`config.mk`:
```
export PLATFORM = sky130hd
export DESIGN_NAME = result_collector
export DESIGN_NICKNAME = d
export VERILOG_FILES = /design/src/rtl/dnn_pkg.sv /design/src/rtl/rc_lane_buf.sv /design/src/rtl/result_collector.sv
export SDC_FILE = /design/constraint.sdc
export NUM_CORES = 2
export LEC_CHECK = 0
export BUFFER_PORTS_ARGS = -buffer_cell sky130_fd_sc_hd__buf_2
export CORE_AREA = 2 2 388 390
export DETAILED_ROUTE_END_ITERATION = 8
export DIE_AREA = 0 0 390 392
export GPL_TIMING_DRIVEN = 0
export PLACE_DENSITY = 0.58
export SLEW_MARGIN = 20
export SYNTH_ARGS = -nofsm -noshare
export SYNTH_HDL_FRONTEND = slang
export SYNTH_SLANG_ARGS = --single-unit
```
`constraint.sdc`:
```
create_clock -name clk -period 37.8 [get_ports clk]
set_clock_uncertainty 0.2 [all_clocks]
set_input_delay 3.78 -clock clk [delete_from_list [all_inputs] [get_ports clk]]
set_output_delay 3.78 -clock clk [all_outputs]
set_load 0.01 [all_outputs]
```
`src/rtl/dnn_pkg.sv`:
```
// Shared definitions for the perceptron datapath blocks: default lane count
// and widths, the derived index/pointer widths, and the result collector
// state encoding.
package dnn_pkg;

    localparam int N_DEF      = 40;
    localparam int BA_DEF     = 24;
    localparam int BB_DEF     = 8;
    localparam int LANE_IDX_W = $clog2(N_DEF);
    localparam int PTR_W      = $clog2(N_DEF + 1);

    typedef enum logic [1:0] {
        IDLE    = 2'd0,
        WAIT    = 2'd1,
        CAPTURE = 2'd2,
        DRAIN   = 2'd3
    } rc_state_t;

endpackage

```
`src/rtl/rc_lane_buf.sv`:
```
// N x Ba lane register file for the result collector. The write port copies
// one lane of the engine bus, selected by the write pointer. The read port
// returns the lane at the read pointer, or zero when the pointer is N.
module rc_lane_buf
    import dnn_pkg::*;
#(
    parameter int N   = N_DEF,
    parameter int Ba  = BA_DEF,
    parameter int PW  = $clog2(N + 1)
) (
    input  logic            clk_i,
    input  logic            rst_i,
    input  logic            wr_en_i,
    input  logic [PW-1:0]   wr_ptr_i,
    input  logic [N*Ba-1:0] lanes_i,
    input  logic [PW-1:0]   rd_ptr_i,
    output logic [Ba-1:0]   rd_data_o
);

    logic [Ba-1:0] mem_q [N];

    // Capture the addressed lane bit-exact; the whole file clears on reset.
    always_ff @(posedge clk_i or posedge rst_i) begin
        if (rst_i) begin
            for (int i = 0; i < N; i++) begin
                mem_q[i] <= '0;
            end
        end else if (wr_en_i) begin
            for (int i = 0; i < N; i++) begin
                if (wr_ptr_i == PW'(i)) begin
                    mem_q[i] <= lanes_i[i*Ba +: Ba];
                end
            end
        end
    end

    // Read mux over the lanes; an out-of-range pointer reads as zero.
    always_comb begin
        rd_data_o = '0;
        for (int i = 0; i < N; i++) begin
            if (rd_ptr_i == PW'(i)) begin
                rd_data_o = mem_q[i];
            end
        end
    end

endmodule

```
`src/rtl/result_collector.sv`:
```
// Result collector: captures the lane-skewed engine results after a stop
// pulse (lane k at LAT+k edges after stop), buffers them, and drains them
// one lane per beat on a valid/ready stream while capture continues.
// Optional feature macro: RESULT_COLLECTOR_ARGMAX_EN adds a running signed
// argmax over the drained beats.
//
// Stream handshake: a beat transfers on a rising edge where res_valid and
// res_ready are both high. While res_valid is high and res_ready is low,
// res_data and res_idx stay stable. res_valid never drops without a transfer,
// except on reset.
module result_collector
    import dnn_pkg::*;
#(
    parameter int N   = N_DEF,
    parameter int Ba  = BA_DEF,
    parameter int LAT = 1
) (
    input  logic                 clk,
    input  logic                 rst,
    input  logic [N*Ba-1:0]      out_bus,
    input  logic                 stop,
`ifdef RESULT_COLLECTOR_ARGMAX_EN
    output logic [$clog2(N)-1:0] argmax_idx,
    output logic                 argmax_valid,
`endif
    output logic [Ba-1:0]        res_data,
    output logic [$clog2(N)-1:0] res_idx,
    output logic                 res_valid,
    input  logic                 res_ready,
    output logic                 busy,
    output logic                 done,
    output logic                 overrun,
    output logic [1:0]           dbg_state
);

    localparam int IDX_W    = $clog2(N);
    localparam int RC_PTR_W = $clog2(N + 1);
    localparam int LAT_W    = $clog2(LAT + 1);

    rc_state_t           state_q, state_d;
    logic [RC_PTR_W-1:0] wr_ptr_q, wr_ptr_d;
    logic [RC_PTR_W-1:0] rd_ptr_q, rd_ptr_d;
    logic [LAT_W-1:0]    lat_cnt_q, lat_cnt_d;
    logic                done_q, done_d;
    logic                overrun_q, overrun_d;
    logic                wr_en;
    logic                accept;
    logic                last_accept;
    logic [Ba-1:0]       buf_data;

    rc_lane_buf #(
        .N  (N),
        .Ba (Ba),
        .PW (RC_PTR_W)
    ) u_lane_buf (
        .clk_i     (clk),
        .rst_i     (rst),
        .wr_en_i   (wr_en),
        .wr_ptr_i  (wr_ptr_q),
        .lanes_i   (out_bus),
        .rd_ptr_i  (rd_ptr_q),
        .rd_data_o (buf_data)
    );

    assign busy      = (state_q != IDLE);
    assign res_valid = busy && (rd_ptr_q < wr_ptr_q);
    assign res_idx   = rd_ptr_q[IDX_W-1:0];
    assign res_data  = res_valid ? buf_data : '0;
    assign done      = done_q;
    assign overrun   = overrun_q;
    assign dbg_state = state_q;

    // Next state, capture enable and pointer updates. Capture never waits on
    // the consumer; drain runs whenever a captured lane is still unread.
    always_comb begin
        state_d     = state_q;
        lat_cnt_d   = lat_cnt_q;
        wr_ptr_d    = wr_ptr_q;
        rd_ptr_d    = rd_ptr_q;
        wr_en       = 1'b0;
        accept      = res_valid && res_ready;
        last_accept = accept && (rd_ptr_q == RC_PTR_W'(N - 1));
        done_d      = last_accept;
        overrun_d   = overrun_q | (stop && busy);

        case (state_q)
            IDLE: begin
                if (stop) begin
                    state_d   = WAIT;
                    lat_cnt_d = '0;
                end
            end
            WAIT: begin
                // Lane 0 is final LAT edges after the stop edge.
                if (lat_cnt_q == LAT_W'(LAT - 1)) begin
                    wr_en   = 1'b1;
                    state_d = (N == 1) ? DRAIN : CAPTURE;
                end else begin
                    lat_cnt_d = lat_cnt_q + 1'b1;
                end
            end
            CAPTURE: begin
                wr_en = 1'b1;
                if (wr_ptr_q == RC_PTR_W'(N - 1)) begin
                    state_d = DRAIN;
                end
            end
            DRAIN: begin
                if (last_accept) begin
                    state_d = IDLE;
                end
            end
            default: state_d = IDLE;
        endcase

        if (wr_en) begin
            wr_ptr_d = wr_ptr_q + 1'b1;
        end
        if (accept) begin
            rd_ptr_d = rd_ptr_q + 1'b1;
        end
        if (last_accept) begin
            wr_ptr_d = '0;
            rd_ptr_d = '0;
        end
    end

    // State, pointer, latency counter and status flag registers.
    always_ff @(posedge clk or posedge rst) begin
        if (rst) begin
            state_q   <= IDLE;
            wr_ptr_q  <= '0;
            rd_ptr_q  <= '0;
            lat_cnt_q <= '0;
            done_q    <= 1'b0;
            overrun_q <= 1'b0;
        end else begin
            state_q   <= state_d;
            wr_ptr_q  <= wr_ptr_d;
            rd_ptr_q  <= rd_ptr_d;
            lat_cnt_q <= lat_cnt_d;
            done_q    <= done_d;
            overrun_q <= overrun_d;
        end
    end

`ifdef RESULT_COLLECTOR_ARGMAX_EN
    logic signed [Ba-1:0] max_q, max_d;
    logic [IDX_W-1:0]     max_idx_q, max_idx_d;
    logic [IDX_W-1:0]     argmax_idx_q, argmax_idx_d;
    logic                 argmax_valid_q, argmax_valid_d;

    assign argmax_idx   = argmax_idx_q;
    assign argmax_valid = argmax_valid_q;

    // Running signed max over accepted beats; strict compare keeps the
    // lower index on ties. The final winner is published with done.
    always_comb begin
        max_d          = max_q;
        max_idx_d      = max_idx_q;
        argmax_idx_d   = argmax_idx_q;
        argmax_valid_d = last_accept;
        if (accept) begin
            if ((rd_ptr_q == '0) || ($signed(buf_data) > max_q)) begin
                max_d     = buf_data;
                max_idx_d = res_idx;
            end
        end
        if (last_accept) begin
            argmax_idx_d = max_idx_d;
        end
    end

    // Argmax tracking registers.
    always_ff @(posedge clk or posedge rst) begin
        if (rst) begin
            max_q          <= '0;
            max_idx_q      <= '0;
            argmax_idx_q   <= '0;
            argmax_valid_q <= 1'b0;
        end else begin
            max_q          <= max_d;
            max_idx_q      <= max_idx_d;
            argmax_idx_q   <= argmax_idx_d;
            argmax_valid_q <= argmax_valid_d;
        end
    end
`endif

endmodule
```
; ---- Word level (Yosys, flattened, before mapping)
; Index checks and enable logic that the tools add are counted.
[totals]
latch_bits = 0
mem_bits_rw = 0
regBits = 977
output_inout_bits = 36
input_bits = 964
n_memories = 0
mem_bits_ro = 0
wordCells = 244
[op_classes]
n_mul = 0
div_mod_pow = 0
bitwise = 1
add_sub_neg = 3
n_reduce_logical = 53
n_shift = 0
n_eq_ne = 85
n_lt_le_gt_ge = 1
mux = 55
[op_table]
columns = cell, n
row1 = $mux W24, 41
row2 = $eq A6 B5 Y1 const B, 32
row3 = $eq A6 B4 Y1 const B, 16
row4 = $eq A6 B6 Y1 const B, 16
row5 = $reduce_and A2 Y1, 41
row6 = $eq A6 B3 Y1 const B, 8
row7 = $eq A6 B2 Y1 const B, 4
row8 = $mux W6, 4
row9 = $add A6 B1 Y6 const B, 2
row10 = $eq A6 B1 Y1 const B, 2
row11 = $logic_not A6 Y1, 2
row12 = $mux W2, 4
row13 = $ne A2 B2 Y1 const B, 4
row14 = $pmux W2 S4, 1
row15 = $reduce_bool A2 Y1, 4
row16 = $lt A6 B6 Y1, 1
row17 = $eq A2 B2 Y1 const B, 2
row18 = $logic_and A1 B1 Y1, 4
row19 = $pmux W1 S2, 2
row20 = $reduce_and A4 Y1, 1
row21 = $mux W1, 3
row22 = $eq A2 B1 Y1 const B, 1
row23 = $logic_not A2 Y1, 1
row24 = $add A1 B1 Y1 const B, 1
row25 = $or A1 B1 Y1, 1

; ---- Depth between registers and ports, before layout
[depth]
word_depth = 42
mapped_depth = 13
mapped_depth_nobuf = 10

; ---- Hierarchy
; A second synthesis with hierarchy kept.
[unflattened]
hier_cells = 3606
area_unflattened_um2 = 45922.8
[by_module_without_submodules]
columns = module, instances, cells_each, area_per_inst_um2
row1 = rc_lane_buf, 1, 3487, 44791.7
row2 = result_collector, 1, 119, 1131.1

; ---- Least setup slack after synthesis
; No wires, ideal clock.
[synth_path]
kind = reg2out
startpoint = reg rd_ptr_q[0], in the netlist res_idx[0]
endpoint = out res_data[4]
t_arrival_ns = 2.681
stages_incl_launch_ff = 13
n_path_buf = 2
path_slack_ns = 31.139
required_ns = 33.820
cell_sequence = dfrtp_1 -> inv_1 -> ha_1 -> buf_2 -> or2_2 -> clkbuf_1 -> nand3_1 -> o31ai_1 -> a311o_1 -> nand4_1 -> o2111a_1 -> o31ai_1 -> a31oi_1
[synth_between]
elab_chain_cells = 42
word_cells_on_any_way = 83
cone_classes = 1 x order compare / 39 x eq/ne / 41 x mux / 2 x reduce/logical
[synth_lines]
columns = element, line
row1 = from (decl), result_collector.sv:42  ; logic [RC_PTR_W-1:0] rd_ptr_q, rd_ptr_d;
row2 = from (signal assigned), result_collector.sv:140  ; rd_ptr_q <= rd_ptr_d;
row3 = $logic_not A6 Y1, rc_lane_buf.sv:41  ; if (rd_ptr_i == PW'(i)) begin
row4 = $mux W24 (40 in a row), rc_lane_buf.sv:41
row5 = $mux W24 *, result_collector.sv:68  ; assign res_data = res_valid ? buf_data : '0;
row6 = to (decl), result_collector.sv:26  ; output logic [Ba-1:0] res_data,
; Every way passes the cells marked *; elsewhere a longest branch is shown, timed or not.

; ---- Final worst setup path
[layout_path]
startpoint = reg rd_ptr_q[0], in the netlist res_idx[0]
endpoint = out res_data[6]
; The elaborated chain is that of the path after synthesis.

==> key figures <==
Synthesis
  • Biggest area consumer among synthesized cells: dfrtp_1
  • Largest cells by area after synthesis: dfrtp_1, mux2_2, a221oi_1
  • Ys flop type: dfrtp_1
  • Synthesized flop and latch total: between 900 and 1,000
  • Register area share after synthesis: 0.541
  • Xor/xnor share of the synthesized area: 0.00136
  • Syn_nets: 4,590
  • Complex-gate fraction of the synthesized area: 0.120
  • Synth Instances: 3,610
  • Share of flip-flops with an asynchronous set or reset: 1.00
  • Synth Area in Adders: 0.00444
  • Yosys warns: 0
  • Mapped Area: about 0.045 sq mm
  • Post-synth EDFFs: 0
  • Synth Area per Inst: 12.5 sq um
  • Synth Area in Simple Gates: 0.0681
  • Largest family of logic cells by synthesized area: multiplexers
  • Synth cell types: 92
  • Mux cell area share after synthesis: 0.241
  • Top cell type's share of synthesized area: 0.541

Worst setup path
  • Register-to-register setup slack: ~33 ns
  • Critical Path End Type: output port
  • Reg2reg start: res_idx[1]$_DFFE_PP0P_
  • Kind of critical path: reg2out
  • Critical Path Fanout Max: 10
  • Crit path DAT: ~7 ns
  • CP required: 33.82 ns
  • Worst reg2reg path depth: 8
  • Critical path startpoint category: register
  • Reg2Reg Capture Point: dbg_state[1]$_DFFE_PP0P_

Die
  • Core area: ~0.15 sq mm
  • Initial Util: 0.303
  • Die Y: slightly below 400 um
  • Die span in x: 390 um
  • Ports: around 1,000
  • Row cnt: roughly 140
  • Die Area: 0.153 sq mm

GRT
  • GRT Total Usage: 0.333
  • Vias in the first global route: between 30,000 and 40,000
  • Pin count of the biggest net entering global routing: between 100 and 150
  • First-pass GRT wire length: between 300,000 and 400,000 um
  • Antenna violations before repair: 84
  • Gr ovfl total: 0

Detailed routing
  • DRT Wirelength: 262,000 um
  • DRC: 0
  • Vias/cell: roughly 5.8
  • Routed wire length per instance: about 38 um
  • DR iter-0 viols: 4,211
  • First drt pass iteration count: 6
  • ANT nets after route: 0
  • Via count: 39,200

Cells and area
  • Fin nets: 5,717
  • Layout area overhead: 26.1%
  • Post-layout util: 0.382
  • Fillers: ~15,000
  • Share of layout cells above drive strength 1: 0.477

Power and ir drop
  • VDD IR-drop max: roughly 50 uV
  • Power Total: approximately 5 mW
  • Leak: about 26 nW
  • Pwr dens: 87.9 mW/mm^2

Hold path
  • Worst hold start: u_lane_buf.mem_q[2]$_DFFE_PP0P_
  • Tightest Hold Check Type: reg2reg
  • Hold path cells: 1
  • Hold path endpoint: u_lane_buf.mem_q[2]$_DFFE_PP0P_

Status
  • Status: finished clean

STA
  • Max transition margin: 0.0998
  • Unrepaired setup endpoints after global routing: false
  • Crit path time final: 10.90 ns
  • FMAX: 0.0918 GHz
  • Final setup fails: 0
  • Final Max Tran Viols: 0
  • Worst slew pin tran: 1.32 ns
  • Fin crit share: 0.288
  • Hold Vio Cnt, Final: 0

Flow run
  • Max_cap viols: 0

Clocking
  • CTS max path bufs: 3
  • CTS tree: built
  • Level count of the clock H-tree: 3
  • Clk pin slew, worst setup/hold paths: 0.06 ns
  • Clk Latency, worst-skew pair: 0.74 ns
  • CTS Buf Count: between 100 and 150
  • Hold Buf Count CTS: 0
  • Post_cts resized: 0
  • Clock sinks: about 1,000
  • # Post-CTS Setup Buffers: 0
  • Root buf cell: clkbuf_16

Placed design
  • Final Wtd Congestion: ~1.0
  • Detail Placement HPWL: roughly 210,000 um
  • PortBufs: 999
[cells in the final DEF (no fill, tap or decap), types with 9 or more instances in the layout]
master     count
nor2b_1        9
clkinv_2      13
nor2_1       157
clkbuf_8      27
o211ai_1      32
o2111ai_1     11
nand2_1      187
and3_1        18
nand4_1       21
a21oi_1      121
a211oi_1      27
mux2_2       962
nor2_2        20
o21ai_0      115
buf_1         12
or3_1         13
a31oi_1       23
diode_2       44
o21ai_1       12
nand3_1       84
o22ai_1       87
buf_4         21
clkbuf_16    113
inv_1         14
a22o_1        13
ha_1          16
buf_16        11
nor4_1        13
a221o_1       38
clkbuf_2      12
buf_2       1049
dfrtp_1      976
nor3_1        37
clkbuf_1     166
a22oi_1       50
o31ai_1       10
a221oi_1      91
a2111oi_0     14
o221ai_1      48
[final cells by class]
class / count / area, sq um / area share
Buffer: 233 / 1050 / 0.0184
Timing Repair Buffer: 1014 / 5330 / 0.0937
Multi-Input combinational cell: 2385 / 19700 / 0.346
Antenna cell: 44 / 110 / 0.00194
Sequential cell: 976 / 24400 / 0.429
Tap cell: 1944 / 2430 / 0.0428
Clock inverter: 34 / 454 / 0.00799
Inverter: 16 / 67.6 / 0.00119
Clock buffer: 168 / 3300 / 0.0581
[synthesized netlist by cell type, types with 11 or more instances]
cell type,count
o2111ai_1,11
a221o_1,38
o221ai_1,49
nor2_2,12
o22ai_1,87
nor2_1,165
a21oi_1,121
a22oi_1,50
nor4_1,15
and3_1,18
buf_2,49
nand2_1,187
inv_1,15
nand3_1,84
a2111oi_0,17
o211ai_1,32
buf_1,12
o21ai_1,11
ha_1,16
buf_4,18
mux2_2,962
clkbuf_1,149
or3_1,13
nand4_1,21
a221oi_1,91
o21ai_0,116
a211oi_1,28
a31oi_1,23
dfrtp_1,976
a22o_1,13
nor3_1,39
[critical path, stage by stage (launching register included)]
cell      delay, ns
dfrtp_1        0.47
inv_1          0.17
ha_1           0.25
clkbuf_1       0.84
inv_1          0.71
nor2_2         0.43
buf_4          0.27
a222oi_1       0.20
nand3_1        0.21
a221oi_1       0.10
buf_4          0.24
nor3_1         0.93
o21ai_1        0.42
a21oi_1        0.64
buf_2          0.25
[per-layer routing]
layer / routed length, um / vias up / GRT usage
met1: 105000 / 20500 / 0.424
met4: 12600 / 36 / 0.139
met2: 120000 / 2277 / 0.533
li1: - / 15900 / -
met5: 240 / - / 0
met3: 24000 / 490 / 0.0904
[through the flow]
stage               setup TNS, ns  hold slack (ns)  instance area [sq um]  cells  setup WS [ns]
floorplan                       0            0.270                  45100   3610           6.36
global placement         -5527.87            0.282                  52500   6553          -5.89
detailed placement              0            0.287                  53000   6568          27.72
finish                          0            0.301                  56900   6814          26.90
CTS                             0            0.300                  56700   6770          26.91
global route                    0            0.310                  56800   6787          26.95
[worst max-delay path by stage]
stage	start	endpoint	cells past startpoint
after CTS	res_idx[1]$_DFFE_PP0P_	res_data[2]	14
after global placement	rst	u_lane_buf.mem_q[72]$_DFFE_PP0P_	2
after floorplan	rst	dbg_state[0]$_DFFE_PP0P_	1
after global routing	res_idx[1]$_DFFE_PP0P_	res_data[2]	14
after detailed placement	res_idx[1]$_DFFE_PP0P_	res_data[2]	14
final	res_idx[0]$_DFFE_PP0P_	res_data[6]	14
[power breakdown]
group / switching, mW / internal [mW]
combinational: 1.30 / 0.722
clock: 0.475 / 0.657
sequential: 0.315 / 1.53
[logic make-up after synthesis]
logic type / Yosys count
multiplexers: 964
AND/OR/NAND/NOR: 633
buffers and inverters: 249
XOR/XNOR: 7
flip-flops: 976
adder cells (fa/ha/maj): 16
AO/OA/AOI/OAI: 765
[state kept, by name, indices dropped and copies added (netlist names)]
signal	flops
done	1
wr_ptr_q	6
dbg_state	2
overrun	1
res_idx	6
u_lane_buf.mem_q	960
Note: power is estimated with default switching activity, not from simulation.
